--- src/rtl/mips_pkg.sv ---
// ============================================================================
// Module   : mips_pkg
// Brief    : Shared widths, ALU function encodings and the ID/EX register type.
// Revision : 1.0
// ============================================================================
`default_nettype none

package mips_pkg;

    localparam int DATA_W = 32;
    localparam int REG_W  = 5;
    localparam int ALU_W  = 3;

    typedef enum logic [ALU_W-1:0] {
        ALU_AND  = 3'b000,
        ALU_OR   = 3'b001,
        ALU_ADD  = 3'b010,
        ALU_ANDN = 3'b100,
        ALU_ORN  = 3'b101,
        ALU_SUB  = 3'b110,
        ALU_SLT  = 3'b111
    } alu_op_e;

    localparam alu_op_e ALU_BUBBLE = ALU_ADD;

    typedef struct packed {
        logic [DATA_W-1:0] rd1;
        logic [DATA_W-1:0] rd2;
        logic [DATA_W-1:0] signimm;
        logic [REG_W-1:0]  rs;
        logic [REG_W-1:0]  rt;
        logic [REG_W-1:0]  rd;
        logic              regwrite;
        logic              memtoreg;
        logic              memwrite;
        logic              alusrc;
        logic              regdst;
        logic [ALU_W-1:0]  alucontrol;
    } ex_reg_t;

    // A bubble is an all-zero instruction that still presents ADD to the ALU.
    function automatic ex_reg_t ex_bubble();
        ex_reg_t b;
        b            = '0;
        b.alucontrol = ALU_BUBBLE;
        return b;
    endfunction

endpackage

`default_nettype wire

--- src/rtl/forward_unit.sv ---
// ============================================================================
// Module   : forward_unit
// Brief    : Selects one EX operand from MEM, WB or the register-file value.
// Revision : 1.0
// ============================================================================
`default_nettype none

module forward_unit
    import mips_pkg::*;
(
    input  logic [REG_W-1:0]  src_idx_i,
    input  logic [DATA_W-1:0] reg_data_i,
    input  logic              regwrite_m_i,
    input  logic [REG_W-1:0]  writereg_m_i,
    input  logic [DATA_W-1:0] aluout_m_i,
    input  logic              regwrite_w_i,
    input  logic [REG_W-1:0]  writereg_w_i,
    input  logic [DATA_W-1:0] result_w_i,
    output logic [DATA_W-1:0] data_o
);

    logic w_nonzero;
    logic w_hit_m;
    logic w_hit_w;

    // $0 is hardwired, so a write targeting it must never be forwarded.
    assign w_nonzero = (src_idx_i != '0);
    assign w_hit_m   = regwrite_m_i && (writereg_m_i == src_idx_i) && w_nonzero;
    assign w_hit_w   = regwrite_w_i && (writereg_w_i == src_idx_i) && w_nonzero;

    always_comb begin
        data_o = reg_data_i;
        if (w_hit_m) begin
            data_o = aluout_m_i;
        end else if (w_hit_w) begin
            data_o = result_w_i;
        end
    end

endmodule

`default_nettype wire

--- src/rtl/id_ex_stage.sv ---
// ============================================================================
// Module   : id_ex_stage
// Brief    : ID/EX pipeline register with load-use stall and EX forwarding.
// Revision : 1.0
// ============================================================================
`default_nettype none

module id_ex_stage
    import mips_pkg::*;
(
    input  logic              clk,
    input  logic              reset,
    input  logic [DATA_W-1:0] rd1_d,
    input  logic [DATA_W-1:0] rd2_d,
    input  logic [DATA_W-1:0] signimm_d,
    input  logic [REG_W-1:0]  rs_d,
    input  logic [REG_W-1:0]  rt_d,
    input  logic [REG_W-1:0]  rd_d,
    input  logic              regwrite_d,
    input  logic              memtoreg_d,
    input  logic              memwrite_d,
    input  logic              alusrc_d,
    input  logic              regdst_d,
    input  logic [ALU_W-1:0]  alucontrol_d,
    input  logic              flush_e,
    input  logic [DATA_W-1:0] aluout_m,
    input  logic [DATA_W-1:0] result_w,
    input  logic [REG_W-1:0]  writereg_m,
    input  logic [REG_W-1:0]  writereg_w,
    input  logic              regwrite_m,
    input  logic              regwrite_w,
    output logic [DATA_W-1:0] srca_e,
    output logic [DATA_W-1:0] srcb_e,
    output logic [ALU_W-1:0]  alucontrol_e,
    output logic [DATA_W-1:0] writedata_e,
    output logic [REG_W-1:0]  writereg_e,
    output logic              regwrite_e,
    output logic              memtoreg_e,
    output logic              memwrite_e,
    output logic              stall_d
);

    ex_reg_t           r_ex_q;
    ex_reg_t           w_ex_d;
    logic [DATA_W-1:0] w_fwd_a;
    logic [DATA_W-1:0] w_fwd_b;

    // A load in EX whose destination is read by decode must wait one cycle.
    assign stall_d = r_ex_q.memtoreg && (r_ex_q.rt != '0) &&
                     ((r_ex_q.rt == rs_d) || (r_ex_q.rt == rt_d));

    always_comb begin
        w_ex_d            = ex_bubble();
        if (!(stall_d || flush_e)) begin
            w_ex_d.rd1        = rd1_d;
            w_ex_d.rd2        = rd2_d;
            w_ex_d.signimm    = signimm_d;
            w_ex_d.rs         = rs_d;
            w_ex_d.rt         = rt_d;
            w_ex_d.rd         = rd_d;
            w_ex_d.regwrite   = regwrite_d;
            w_ex_d.memtoreg   = memtoreg_d;
            w_ex_d.memwrite   = memwrite_d;
            w_ex_d.alusrc     = alusrc_d;
            w_ex_d.regdst     = regdst_d;
            w_ex_d.alucontrol = alucontrol_d;
        end
    end

    always_ff @(posedge clk or posedge reset) begin
        if (reset) begin
            r_ex_q <= ex_bubble();
        end else begin
            r_ex_q <= w_ex_d;
        end
    end

    forward_unit u_fwd_a (
        .src_idx_i    (r_ex_q.rs),
        .reg_data_i   (r_ex_q.rd1),
        .regwrite_m_i (regwrite_m),
        .writereg_m_i (writereg_m),
        .aluout_m_i   (aluout_m),
        .regwrite_w_i (regwrite_w),
        .writereg_w_i (writereg_w),
        .result_w_i   (result_w),
        .data_o       (w_fwd_a)
    );

    forward_unit u_fwd_b (
        .src_idx_i    (r_ex_q.rt),
        .reg_data_i   (r_ex_q.rd2),
        .regwrite_m_i (regwrite_m),
        .writereg_m_i (writereg_m),
        .aluout_m_i   (aluout_m),
        .regwrite_w_i (regwrite_w),
        .writereg_w_i (writereg_w),
        .result_w_i   (result_w),
        .data_o       (w_fwd_b)
    );

    assign srca_e       = w_fwd_a;
    assign writedata_e  = w_fwd_b;
    assign srcb_e       = r_ex_q.alusrc ? r_ex_q.signimm : w_fwd_b;
    assign alucontrol_e = r_ex_q.alucontrol;
    assign writereg_e   = r_ex_q.regdst ? r_ex_q.rd : r_ex_q.rt;
    assign regwrite_e   = r_ex_q.regwrite;
    assign memtoreg_e   = r_ex_q.memtoreg;
    assign memwrite_e   = r_ex_q.memwrite;

endmodule

`default_nettype wire
--- config.mk ---
export PLATFORM = sky130hd
export DESIGN_NAME = id_ex_stage
export DESIGN_NICKNAME = d
export VERILOG_FILES = /design/src/rtl/mips_pkg.sv /design/src/rtl/forward_unit.sv /design/src/rtl/id_ex_stage.sv
export SDC_FILE = /design/constraint.sdc
export NUM_CORES = 1
export LEC_CHECK = 0
export CORE_ASPECT_RATIO = 0.75
export CORE_MARGIN = 2
export CORE_UTILIZATION = 40
export DETAILED_ROUTE_END_ITERATION = 6
export PLACE_DENSITY = 0.79
export SLEW_MARGIN = 20
export SYNTH_ARGS = -nofsm -noshare
export SYNTH_HDL_FRONTEND = slang
export SYNTH_SLANG_ARGS = --single-unit
--- constraint.sdc ---
create_clock -name clk -period 5.8 [get_ports clk]
set_input_delay 0.58 -clock clk [delete_from_list [all_inputs] [get_ports clk]]
set_output_delay 0.58 -clock clk [all_outputs]
set_load 0.1 [all_outputs]
After elaboration in Yosys (flattened, before gate mapping)
Cells that the tools add are included.
{"block": "totals", "ff_bits": 119, "inputBits": 198, "out_inout_bits": 108, "word_cells": 39}
{"block": "op_classes", "n_eq_ne": 6, "mux": 7, "n_reduce_logical": 14}
{"cell": "two-way mux 32 bit", "n": 5}
{"cell": "two-way mux 119 bit", "n": 1}
{"cell": "== test 5 bit", "n": 6}
{"cell": "logical AND 1 bit", "n": 10}
{"cell": "nonzero test 5 bit", "n": 2}
{"cell": "two-way mux 5 bit", "n": 1}
{"cell": "logical OR 1 bit", "n": 2}

Logic depth before layout (Yosys ltp)
{"block": "logic_depth", "word_depth": 6, "ltp_mapped": 8, "ltp_nobuf": 5}

Hierarchy
From an unflattened synthesis, not the netlist that was laid out.
{"block": "hier_totals", "cells_unflattened": 854, "hier_area_um2": 7457.2}
{"mod": "id_ex_stage", "n_inst": 1, "cells_each": 458, "area_per_inst_um2": 5149.9, "seq_area_each_um2": 2979.1}
{"mod": "forward_unit", "n_inst": 2, "cells_each": 198, "area_per_inst_um2": 1153.6, "seq_area_each_um2": 0.0}

Worst setup path before layout
Ideal clock, no wire load.
{"block": "synth_path", "path_kind": "register -> output", "startpoint": "reg r_ex_q[16] in the netlist's numbering", "endpoint": "out srcb_e[10]", "t_arrival_ns": 4.044, "t_required_ns": 5.220, "path_slack_ns": 1.176, "stages_incl_launch_ff": 8, "n_path_buf": 2, "cell_sequence": "dfrtp_1 buf_2 or4_4 nor2_1 buf_2 o31ai_1 a31oi_1 mux2_2"}
{"block": "synth_between", "elab_chain_cells": 6, "word_cells_on_any_way": 10, "cone_classes": "2 x eq/ne; 3 x mux; 5 x reduce/logical"}
{"item": "from (decl)", "line_no": "id_ex_stage.sv:43", "rtl": "ex_reg_t r_ex_q;"}
{"item": "from (signal assigned)", "line_no": "id_ex_stage.sv:72", "rtl": "r_ex_q <= ex_bubble();"}
{"item": "from (signal assigned)", "line_no": "id_ex_stage.sv:74", "rtl": "r_ex_q <= w_ex_d;"}
{"item": "== test 5 bit", "line_no": "forward_unit.sv:29", "rtl": "assign w_hit_w = regwrite_w_i && (writereg_w_i == src_idx_i) && w_nonzero;"}
{"item": "logical AND 1 bit (2 in a row)", "line_no": "forward_unit.sv:29"}
{"item": "two-way mux 32 bit", "line_no": "forward_unit.sv:35", "rtl": "end else if (w_hit_w) begin"}
{"item": "two-way mux 32 bit *", "line_no": "forward_unit.sv:33", "rtl": "if (w_hit_m) begin"}
{"item": "via writedata_e[10]", "line_no": "id_ex_stage.sv:35", "rtl": "output logic [DATA_W-1:0] writedata_e,"}
{"item": "two-way mux 32 bit *", "line_no": "id_ex_stage.sv:104", "rtl": "assign srcb_e = r_ex_q.alusrc ? r_ex_q.signimm : w_fwd_b;"}
{"item": "to (decl)", "line_no": "id_ex_stage.sv:33", "rtl": "output logic [DATA_W-1:0] srcb_e,"}
Mark *: on every way through the listed nets, which the timed path passes. The rest lies on a longest branch.

Worst setup path in the final report
{"block": "layout_path", "startpoint": "reg r_ex_q[16] in the netlist's numbering", "endpoint": "out srcb_e[16]"}
{"block": "layout_between", "elab_chain_cells": 6, "word_cells_on_any_way": 10, "cone_classes": "2 x eq/ne; 3 x mux; 5 x reduce/logical"}
{"item": "== test 5 bit", "line_no": "forward_unit.sv:29"}
{"item": "logical AND 1 bit (2 in a row)", "line_no": "forward_unit.sv:29"}
{"item": "two-way mux 32 bit", "line_no": "forward_unit.sv:35"}
{"item": "two-way mux 32 bit *", "line_no": "forward_unit.sv:33"}
{"item": "two-way mux 32 bit *", "line_no": "id_ex_stage.sv:104"}
Every way passes the cells marked *; elsewhere a longest branch is shown, timed or not.

==> impl_metrics.ini <==
[die]
initial_core_util = 0.406
fp.dieH_microns = 114
fp.dieW_microns = 151
coreArea_sq_um = 15900
dieArea_sq_um = 17200
rows = 40
io_pins = 306

[setup_path]
path_max_fanout = 33
cp.depth = 7
critPathSlowestCell = o211ai_4
path_cells = or4_4 > o211ai_4 > or2_1 > buf_4 > a31oi_1 > mux2_2 > buf_4
critPathLaunch = r_ex_q[16]
critPathMaxStageDelay_ns = 0.85
cp_top_family = simple AND/OR/NAND/NOR gates
cp_data_required_time_ns = 5.22
worst_path_most_repeated_cell = buf_4
r2r_cells = 5
endpoint_kind = output pin
regToRegStartpoint = r_ex_q[16]
path_class = reg -> out
regToRegSetupSlack_ns = 2.52
start_kind = register
r2r_end = r_ex_q[27]
critPathArrivalTime_ns = 3.96
timing.critical_path.buf_inv = 2

[global_route]
grt_overflow = 0
grt_max_degree = 65
antenna_found_initial = 0
grt_use_total = 0.262
grt_pass1_wl_microns = 34000
grt_pass1_vias = 5879

[layout]
regArea_sq_um = 2980
postLayoutCellArea_sq_um = 9960
layout_commonest_cell = clkdlybuf4s50_1
n_fill_cell = 1317
areaGrowthSynthToFinish_pct = 54.3
final_core_util = 0.626
final_cell_mix = 209 x clkdlybuf4s50_1, 118 x and2_1, 118 x dfrtp_1, 108 x buf_4, 36 x mux2_2
layout.nets = 1118
drive_above_1_share = 0.200
antenna_cells = 0
multi_input_area_sq_um = 3190
finalNonFillerCells = 1143

[sta]
grt_setup_unrepaired = false
timing.setup.tns_ns = 0
maxSlewHeadroom = 0.286
fmax_mhz = 220
post-route-period-util = 0.783
slew_violations = 0
worst_pin_slew_ns = 1.07
finClkSkew_ns = 0.00503
whs_ns = 0.670
min_period_ns = 4.54
setup_viol_count_final = 0
finalHoldViolations = 0

[routing]
drtAntennaViolNets = 0
vias = 6043
detail_route.wl_per_cell_microns = 19.8
drc_errors = 0
wl_microns = 22600
dr.pass1.iters = 5
viasPerCell = 5.29
drtIter0Drc = 388

[clock_tree]
cts_sinks = 119
ctsResizeCount = 0
hold_buffers = 0
cts_setup_buffers = 0
clockRootBuffer = clkbuf_16
clk_latency_ns = 0.41
cts_tree = done
cts.clk_slew.worst_paths_ns = 0.06
ctsHtreeMaxLevel = 4
ctsLongestPathBuffers = 2
numCtsBuffers = 17

[logic_synthesis]
synth_top_area_share = 0.458
syn_area_per_cell_sq_um = 9.91
ys_seq_elements = 119
synth_area_sq_um = 6450
synth.distinct_cells = 33
yosys_most_used_dff = dfrtp_1
synth_top_family_by_area = simple AND/OR/NAND/NOR gates
async_flop_share = 1.00
synth_seq_area_share = 0.462
yosys.area_share.simple = 0.233
synthMuxAreaShare = 0.114
synth_fa_ha_area_frac = 0
ys_warn_count = 0
netlist_top_cells_area = dfrtp_1 46%, and2_1 11%, mux2_2 6.3%
synth_top_cell_by_area = dfrtp_1
synth_compound_area_frac = 0.0969
syn-num-nets = 849
synth_xor_xnor_area_share = 0.0407
synth-edff-count = 0
synthCells = 651

[place]
dp_hpwl_microns = 16000
placed_cell_area_sq_um = 9330
routabilityCongestion = 0.832
portBuffers = 305
place_inst = 1111

[run_status]
status = finished clean

[power_and_ir_drop]
p_per_area_nw_per_um2 = 294
p_leak_nw = 4.19
peakVddDrop_uv = 284

[flow_run]
maxCapViolations = 0

[hold_path]
hold_path_class = in -> async
## power by group
part	leakage (nW)	internal, W	total, W	switching [W]
clock	0.285	0.000703	0.00111	0.000407
sequential	1.53	0.000875	0.000897	0.0000218
combinational	2.37	0.000283	0.000924	0.000641
total	4.19	0.00186	0.00293	0.00107
## worst register-to-register path: cells and delay by family, from the launching register on
| kind | cells | cell delay [ns] |
|---|---|---|
| DFF | 1 | 0.47 |
| buffers and inverters | 1 | 0.51 |
| AOI/OAI and AO/OA | 1 | 0.79 |
| and+or+nand+nor | 3 | 1.44 |
## synth_stat cells, types with 30 or more instances
cell type and n:
a31oi_1 33, and2_1 118, and3_1 33, clkbuf_1 30, dfrtp_1 118, mux2_2 36
mux2i_1 32, nand2_1 35, nand3_1 34, nor3_1 32, o21ai_0 32, o31ai_1 32
## worst max-delay path by stage
stage,end
floorplan,srcb_e[10]
global placement,srcb_e[28]
detailed placement,srcb_e[28]
CTS,srcb_e[15]
global route,srcb_e[15]
finish,srcb_e[16]
## state kept, by name (all words and copies together) (netlist names)
name          cells
memwrite_e        1
alucontrol_e      3
r_ex_q          113
memtoreg_e        1
regwrite_e        1
## per-stage QoR
stage,total power [W],worst slack (ns)
4_1_cts,0.00295,1.27
6_report,0.00293,1.26
3_3_place_gp,0.00183,1.50
5_1_grt,0.00304,1.06
3_5_place_dp,0.00184,1.51
2_1_floorplan,0.00154,1.18
## layer usage
metal | GRT usage | routed length (microns) | up-vias
met4 | 0.0860 | 552 | 0
met1 | 0.330 | 9030 | 2876
li1 | - | - | 2811
met2 | 0.426 | 10600 | 319
met5 | 0 | 0 | -
met3 | 0.0860 | 2370 | 37
## cells by family (layout without fill, tap and decap cells)
logic type,count (synthesis),count (layout)
mux,69,69
simple gates,266,266
buf+inv,68,350
compound gates,99,99
xor+xnor,30,30
flops,119,119
## cell type report
class	count	area share
tap	210	0.0264
timing repair buffer	317	0.291
clock inverter	13	0.0171
multi-input combinational	464	0.320
clock buffer	19	0.0455
sequential	119	0.299
inverter	1	0.000628
Power figures use the tool's default switching activity.
